**src/rtl/pc_fetch_unit.sv**
```systemverilog
// Program counter and instruction-fetch front end.
// Issues one fetch at a time to instruction memory, forms redirect targets
// (JR > J/JAL > taken branch) from the instruction currently held in if_*,
// parks a returning word in a one-entry skid buffer when decode is stalled,
// and drops any word fetched down a path that a redirect has abandoned.
//
// Handshake: imem_req/imem_addr are held steady from the cycle a request is
// raised until the cycle imem_ack=1 (data in imem_rdata that same cycle);
// if_* is offered to decode while if_valid=1 and is taken on any cycle where
// if_valid=1 and stall=0.
module pc_fetch_unit #(
    parameter logic [31:0] RESET_PC = 32'h0000_0000
) (
    input  logic        clk,
    input  logic        rst_n,
    input  logic [31:0] branch_offset_sl2,
    input  logic        branch_taken,
    input  logic        jump_en,
    input  logic [25:0] jump_index,
    input  logic        jr_en,
    input  logic [31:0] jr_target,
    input  logic        stall,
    output logic        imem_req,
    output logic [31:0] imem_addr,
    input  logic        imem_ack,
    input  logic [31:0] imem_rdata,
    output logic        if_valid,
    output logic [31:0] if_pc,
    output logic [31:0] if_instr,
    output logic [1:0]  dbg_state
);

    typedef enum logic [1:0] {
        S_BOOT  = 2'd0,
        S_FETCH = 2'd1,
        S_BLOCK = 2'd2
    } state_t;

    state_t      state, state_nx;
    logic [31:0] pc, pc_nx;
    logic        if_valid_nx;
    logic [31:0] if_pc_nx, if_instr_nx;
    logic        skid_valid, skid_valid_nx;
    logic [31:0] skid_pc, skid_pc_nx, skid_instr, skid_instr_nx;
    logic        kill_pending, kill_pending_nx;
    logic [31:0] kill_target, kill_target_nx;

    logic        redirect;
    logic        slot_free;
    logic [31:0] pc4;
    logic [31:0] target;

    // Redirect decode: only the instruction being handed to decode this cycle may redirect.
    always_comb begin
        pc4      = if_pc + 32'd4;
        redirect = if_valid & ~stall & (jr_en | jump_en | branch_taken);
        if (jr_en) begin
            target = {jr_target[31:2], 2'b00};
        end else if (jump_en) begin
            target = {pc4[31:28], jump_index, 2'b00};
        end else begin
            target = pc4 + branch_offset_sl2;
        end
        slot_free = ~if_valid | ~stall;
    end

    // Next-state and datapath updates for the fetch FSM.
    always_comb begin
        state_nx        = state;
        pc_nx           = pc;
        if_valid_nx     = if_valid;
        if_pc_nx        = if_pc;
        if_instr_nx     = if_instr;
        skid_valid_nx   = skid_valid;
        skid_pc_nx      = skid_pc;
        skid_instr_nx   = skid_instr;
        kill_pending_nx = kill_pending;
        kill_target_nx  = kill_target;

        // Decode takes the current word (or redirects away from its successor).
        if (if_valid && !stall) begin
            if_valid_nx = 1'b0;
        end

        case (state)
            S_BOOT: begin
                state_nx = S_FETCH;
            end
            S_FETCH: begin
                if (imem_ack) begin
                    kill_pending_nx = 1'b0;
                    if (redirect) begin
                        pc_nx = target;
                    end else if (kill_pending) begin
                        pc_nx = kill_target;
                    end else begin
                        pc_nx = pc + 32'd4;
                        if (slot_free) begin
                            if_valid_nx = 1'b1;
                            if_pc_nx    = pc;
                            if_instr_nx = imem_rdata;
                        end else begin
                            skid_valid_nx = 1'b1;
                            skid_pc_nx    = pc;
                            skid_instr_nx = imem_rdata;
                            state_nx      = S_BLOCK;
                        end
                    end
                end else if (redirect) begin
                    // Request already in flight: let it finish, then discard it.
                    kill_pending_nx = 1'b1;
                    kill_target_nx  = target;
                end
            end
            S_BLOCK: begin
                if (redirect) begin
                    skid_valid_nx = 1'b0;
                    pc_nx         = target;
                    state_nx      = S_FETCH;
                end else if (!stall) begin
                    if_valid_nx   = 1'b1;
                    if_pc_nx      = skid_pc;
                    if_instr_nx   = skid_instr;
                    skid_valid_nx = 1'b0;
                    state_nx      = S_FETCH;
                end
            end
            default: begin
                state_nx = S_BOOT;
            end
        endcase
    end

    // State register with asynchronous active-low reset.
    always_ff @(posedge clk or negedge rst_n) begin
        if (!rst_n) begin
            state        <= S_BOOT;
            pc           <= RESET_PC;
            if_valid     <= 1'b0;
            if_pc        <= 32'd0;
            if_instr     <= 32'd0;
            skid_valid   <= 1'b0;
            skid_pc      <= 32'd0;
            skid_instr   <= 32'd0;
            kill_pending <= 1'b0;
            kill_target  <= 32'd0;
        end else begin
            state        <= state_nx;
            pc           <= pc_nx;
            if_valid     <= if_valid_nx;
            if_pc        <= if_pc_nx;
            if_instr     <= if_instr_nx;
            skid_valid   <= skid_valid_nx;
            skid_pc      <= skid_pc_nx;
            skid_instr   <= skid_instr_nx;
            kill_pending <= kill_pending_nx;
            kill_target  <= kill_target_nx;
        end
    end

    assign imem_req  = (state == S_FETCH);
    assign imem_addr = pc;
    assign dbg_state = state;

endmodule

```
**config.mk**
```make
export PLATFORM = sky130hd
export DESIGN_NAME = pc_fetch_unit
export DESIGN_NICKNAME = d
export VERILOG_FILES = /design/src/rtl/pc_fetch_unit.sv
export SDC_FILE = /design/constraint.sdc
export NUM_CORES = 1
export LEC_CHECK = 0
export CORE_MARGIN = 5
export CORE_UTILIZATION = 43
export CTS_CLUSTER_SIZE = 12
export DETAILED_ROUTE_END_ITERATION = 8
export PLACE_DENSITY = 0.68
export SYNTH_ARGS = -nofsm -noshare
export SYNTH_HDL_FRONTEND = slang
export SYNTH_SLANG_ARGS = --single-unit
```
**constraint.sdc**
```tcl
create_clock -name clk -period 6.3 [get_ports clk]
set_clock_uncertainty 0.05 [all_clocks]
set_input_delay 1.26 -clock clk [delete_from_list [all_inputs] [get_ports clk]]
set_output_delay 1.26 -clock clk [all_outputs]
set_load 0.005 [all_outputs]
```
* Word level (Yosys, flattened, before mapping)
Index checks and enable logic that the tools add are counted.
Cells by class: reductions and logical operators 11, shifts and indexed selects 0, magnitude comparators 0, div/mod/pow operators 0, $add $sub $neg 3, muxes and demuxes 38, bitwise operators 11, multiply operators 0, equal/unequal tests 11
Operators by type and width (number):
- $mux W32 | 18
- $pmux W32 S2 | 3
- $add A32 B3 Y32 const B | 2
- $add A32 B32 Y32 | 1
- $mux W2 | 6
- $ne A2 B2 Y1 const B | 6
- $reduce_and A5 Y1 | 2
- $mux W1 | 9
- $reduce_and A7 Y1 | 1
- $not A1 Y1 | 6
- $pmux W2 S3 | 1
- $reduce_and A3 Y1 | 2
- $ne A2 B1 Y1 const B | 2
- $reduce_bool A2 Y1 | 2
- $ne A3 B3 Y1 const B | 1
- $or A1 B1 Y1 | 3
- $and A1 B1 Y1 | 2
- $eq A2 B1 Y1 const B | 1
- $eq A2 B2 Y1 const B | 1
- $logic_not A2 Y1 | 1
- $pmux W1 S2 | 1
- $reduce_and A2 Y1 | 1
- $logic_and A1 B1 Y1 | 1
- $logic_not A1 Y1 | 1
Storage, ports and cells: memory bits (writable) 0, memories kept 0, bits in latches 0, ROM bits 0, bits in registers 196, input port bits 129

* Logic depth before layout (Yosys ltp)
word-level depth 8, depth in mapped cells 16

* Worst setup path before layout
Ideal clock, no wire load.
path type input to register, start point input branch_offset_sl2[0], end point register pc[28] (netlist: imem_addr[28]), setup time 0.128 ns, required time 6.122 ns, arrival time 3.473 ns, setup slack 2.648 ns, buffers on the path 0, stages on the path 10, cell sequence ha_1 > fa_1 > a21oi_2 > o211a_1 > or3_4 > a211oi_4 > a21oi_2 > or4b_1 > o211ai_1 > o41ai_1
Between the ends: cells in the longest elaborated chain, start to end 6
RTL lines:
- start: declaration | line 16 | input logic [31:0] branch_offset_sl2,
- $add A32 B32 Y32 * | line 62 | target = pc4 + branch_offset_sl2;
- $mux W32 * | line 59 | end else if (jump_en) begin
- $mux W32 * | line 57 | if (jr_en) begin
- $mux W32 | line 92 | if (redirect) begin
- $mux W32 | line 90 | if (imem_ack) begin
- $pmux W32 S2 * | line 85 | case (state)
- end signal: assignment | line 149 | pc <= pc_nx;
- end: declaration | line 40 | logic [31:0] pc, pc_nx;
Mark *: on every way between the ends. The rest lies on a longest branch, timed or not. The select of a mux whose other input is x is not followed. A chain may end at the register's enable or synchronous reset.

* Worst setup path in the final report
start point register if_pc[8], end point register pc[27] (netlist: imem_addr[27])
Between the ends: cells in the longest elaborated chain, start to end 7
RTL lines:
- start: declaration | line 28 | output logic [31:0] if_pc,
- start signal: assignment | line 151 | if_pc <= if_pc_nx;
- $add A32 B3 Y32 * | line 55 | pc4 = if_pc + 32'd4;
- $add A32 B32 Y32 * | line 62
- $mux W32 * | line 59
- $mux W32 * | line 57
- $mux W32 | line 92
- $mux W32 | line 90
- $pmux W32 S2 * | line 85
Marked as above.

==> impl_metrics.yaml <==
placed_design:
  portBuffers: 226
  placed_cell_area_um2: 14600
  hpwl_mm: 27.3
  gp_congestion: 0.912
yosys:
  synthDistinctLibCells: 76
  syn_area_per_cell_um2: 9.21
  yosysWarnings: 0
  synthArstFlopShare: 1.00
  yosysSeqAreaShare: 0.407
  netlist_instances: 1310
  synth-seq-cells: 196
  syn_area_um2: 12100
  synthFlopType: "dfrtp_1"
  synth_enable_flop_cells: 0
  syn-num-nets: 1482
routing:
  ant_nets: 0
  drt-initial-drc-count: 1033
  wl_per_cell_um: 20.1
  totalWireLength_mm: 37.7
  first_pass_iters: 5
  vias_per_cell: 5.67
  drcViolationCount: 0
  num_vias: 10700
setup_path:
  crit_required_ns: 6.60
  startpoint_type: "register"
  r2r_cells: 14
  cp_max_fo: 9
  critPathCaptureType: "register"
  path_buf_inv: 0
  r2r-start: "if_pc[8]"
  startpoint: "if_pc[8]"
  r2r_end: "imem_addr[27]"
  ff2ff_setup_slack_ns: 1.91
  crit_slowest_cell: "o31ai_1"
  crit_type: "register to register"
  cp_cell_sequence: "and4_1 -> nand2_1 -> nor2_1 -> nand2_1 -> xnor2_1 -> ha_1 -> a21oi_1 -> o21ai_0 -> a221oi_2 -> a21oi_1 -> o21a_1 -> o31ai_1 -> a22oi_1 -> o21ai_0"
  cp_top_family: "compound AO/OA/AOI/OAI gates"
  arrival_ns: 4.69
  cp_slowest_stage_delay_ns: 0.57
grt:
  grt_pass1_vias: 10300
  grtUsageTotal: 0.236
  grt_pass1_wl_mm: 58.0
  antenna_found_initial: 3
  grt_max_degree: 196
  overflow: 0
timing:
  min_period_over_period: 0.696
  finalSetupTns_ns: 0
  fmax_mhz: 228
  rsz0062_at_grt: "no"
  slew_headroom: 0.197
  slew_violations: 0
  worst_pin_slew_ns: 1.20
  finalCriticalPeriod_ns: 4.39
  finalHoldViolCount: 0
  finalSetupViolations: 0
min_path:
  worstHoldPathCells: 2
  min_from: "kill_target[10]"
  hold-path-endpoint: "kill_target[10]"
  min_path_type: "register to register"
pwr:
  ir_worst_vdd_uv: 243
  power_density_nw_per_um2: 489
  p_leak_nw: 6.19
clocking:
  cts_sinks: 196
  clock_latency_ns: 0.44
  cts_root_buf: "clkbuf_16"
  numCtsBuffers: 17
  cts_setup_buffers: 0
  htreeDepth: 4
  clkTransAtPathRegs_ns: 0.08
  ctsResizeCount: 0
  clockBufferDepth: 2
  cts-hold-fix-buffers: 0
  cts_tree: "built"
final_layout:
  drive_gt1_frac: 0.0912
  stdcell_area_um2: 15200
  fin_nets: 1661
  area_growth_pct: 26.2
  layout_common_cells: "clkdlybuf4s50_1 (224), dfrtp_1 (196), nand2_1 (143)"
  nFillCells: 2546
  fin_util: 0.548
  antenna_cells: 0
  layout_commonest_cell: "clkdlybuf4s50_1"
floorplan:
  die_x_um: 178
  initial_core_util: 0.434
  die_height_um: 178
  fp.coreArea_um2: 27800
  rows: 61
  ioPinCount: 229
  fp.dieArea_um2: 31500
flow_run:
  drv_cap: 0
outcome:
  status: "completed"
## metrics by stage
| step | instances | setup WS (ns) | total power [W] | hold WS [ns] |
|---|---|---|---|---|
| finish | 1880 | 1.91 | 0.00745 | 0.437 |
| global route | 1880 | 1.69 | 0.00803 | 0.455 |
| CTS | 1880 | 2.03 | 0.00747 | 0.433 |
| detailed placement | 1848 | 1.72 | 0.00636 | 0.415 |
| global placement | 1848 | 1.72 | 0.00626 | 0.405 |
| floorplan | 1310 | 2.65 | 0.00480 | 0.392 |
## power by group
part / total (W) / switching [W] / internal (W) / leakage (nW)
Sequential: 0.00246 / 0.000598 / 0.00186 / 2.39
Combinational: 0.00391 / 0.00206 / 0.00185 / 3.51
Clock: 0.00108 / 0.000550 / 0.000535 / 0.285
Total: 0.00745 / 0.00321 / 0.00424 / 6.19
## worst reg2reg max path: stages, from the launching register on
cell and delay, ns:
dfrtp_1 0.50, and4_1 0.37, nand2_1 0.21, nor2_1 0.27, nand2_1 0.10, xnor2_1 0.15
ha_1 0.40, a21oi_1 0.25, o21ai_0 0.16, a221oi_2 0.53, a21oi_1 0.19, o21a_1 0.20
o31ai_1 0.57, a22oi_1 0.19, o21ai_0 0.17
## how the worst max path moves through the flow
stage | cells past startpoint | end
floorplan | 10 | imem_addr[28]
detailed placement | 10 | kill_target[27]
global placement | 11 | kill_target[22]
finish | 14 | imem_addr[27]
CTS | 14 | kill_target[27]
global route | 14 | kill_target[27]
## synth_stat cells (24+ instances only)
cell / number / area [µm²]
a21oi_1: 129 / 646
nand2_1: 144 / 541
ha_1: 42 / 526
mux2i_1: 70 / 701
o21ai_0: 84 / 420
nor2_1: 114 / 428
nand3_1: 34 / 170
xor2_1: 24 / 210
xnor2_1: 45 / 394
dfrtp_1: 196 / 4900
mux2_2: 70 / 788
clkbuf_1: 68 / 255
## final cells by class
class                      instances  area, µm²  area share
multi-input combinational       1015       6800       0.447
inverter                          19       71.3     0.00468
tap                              378        473      0.0311
clock inverter                    14        166      0.0109
sequential                       196       4900       0.322
timing repair buffer             240       2380       0.156
clock buffer                      18        429      0.0282
## cells by family after synthesis
kind of cell,share of synthesized area
AOI/OAI and AO/OA,0.189
adders and majority gates,0.0452
buffers and inverters,0.0317
muxes,0.123
DFF,0.407
xor gates and xnor gates,0.0501
and+or+nand+nor,0.154
## metal layers
metal / routed length (µm) / global-route usage / part of all wire / vias to the layer above
met1: 16400 / 0.324 / 0.43 / 5109
met2: 17200 / 0.369 / 0.46 / 399
met5: 40 / 0 / 0.0011 / -
met3: 3340 / 0.0665 / 0.088 / 50
li1: - / - / - / 5087
met4: 765 / 0.0628 / 0.020 / 6
## state kept, by name, summed over array words and instances (netlist names)
register      cells
dbg_state         2
if_instr         32
if_pc            32
if_valid          1
imem_addr        32
kill_pending      1
kill_target      32
skid_instr       32
skid_pc          32
No activity file was read; power rests on OpenSTA's default activity.
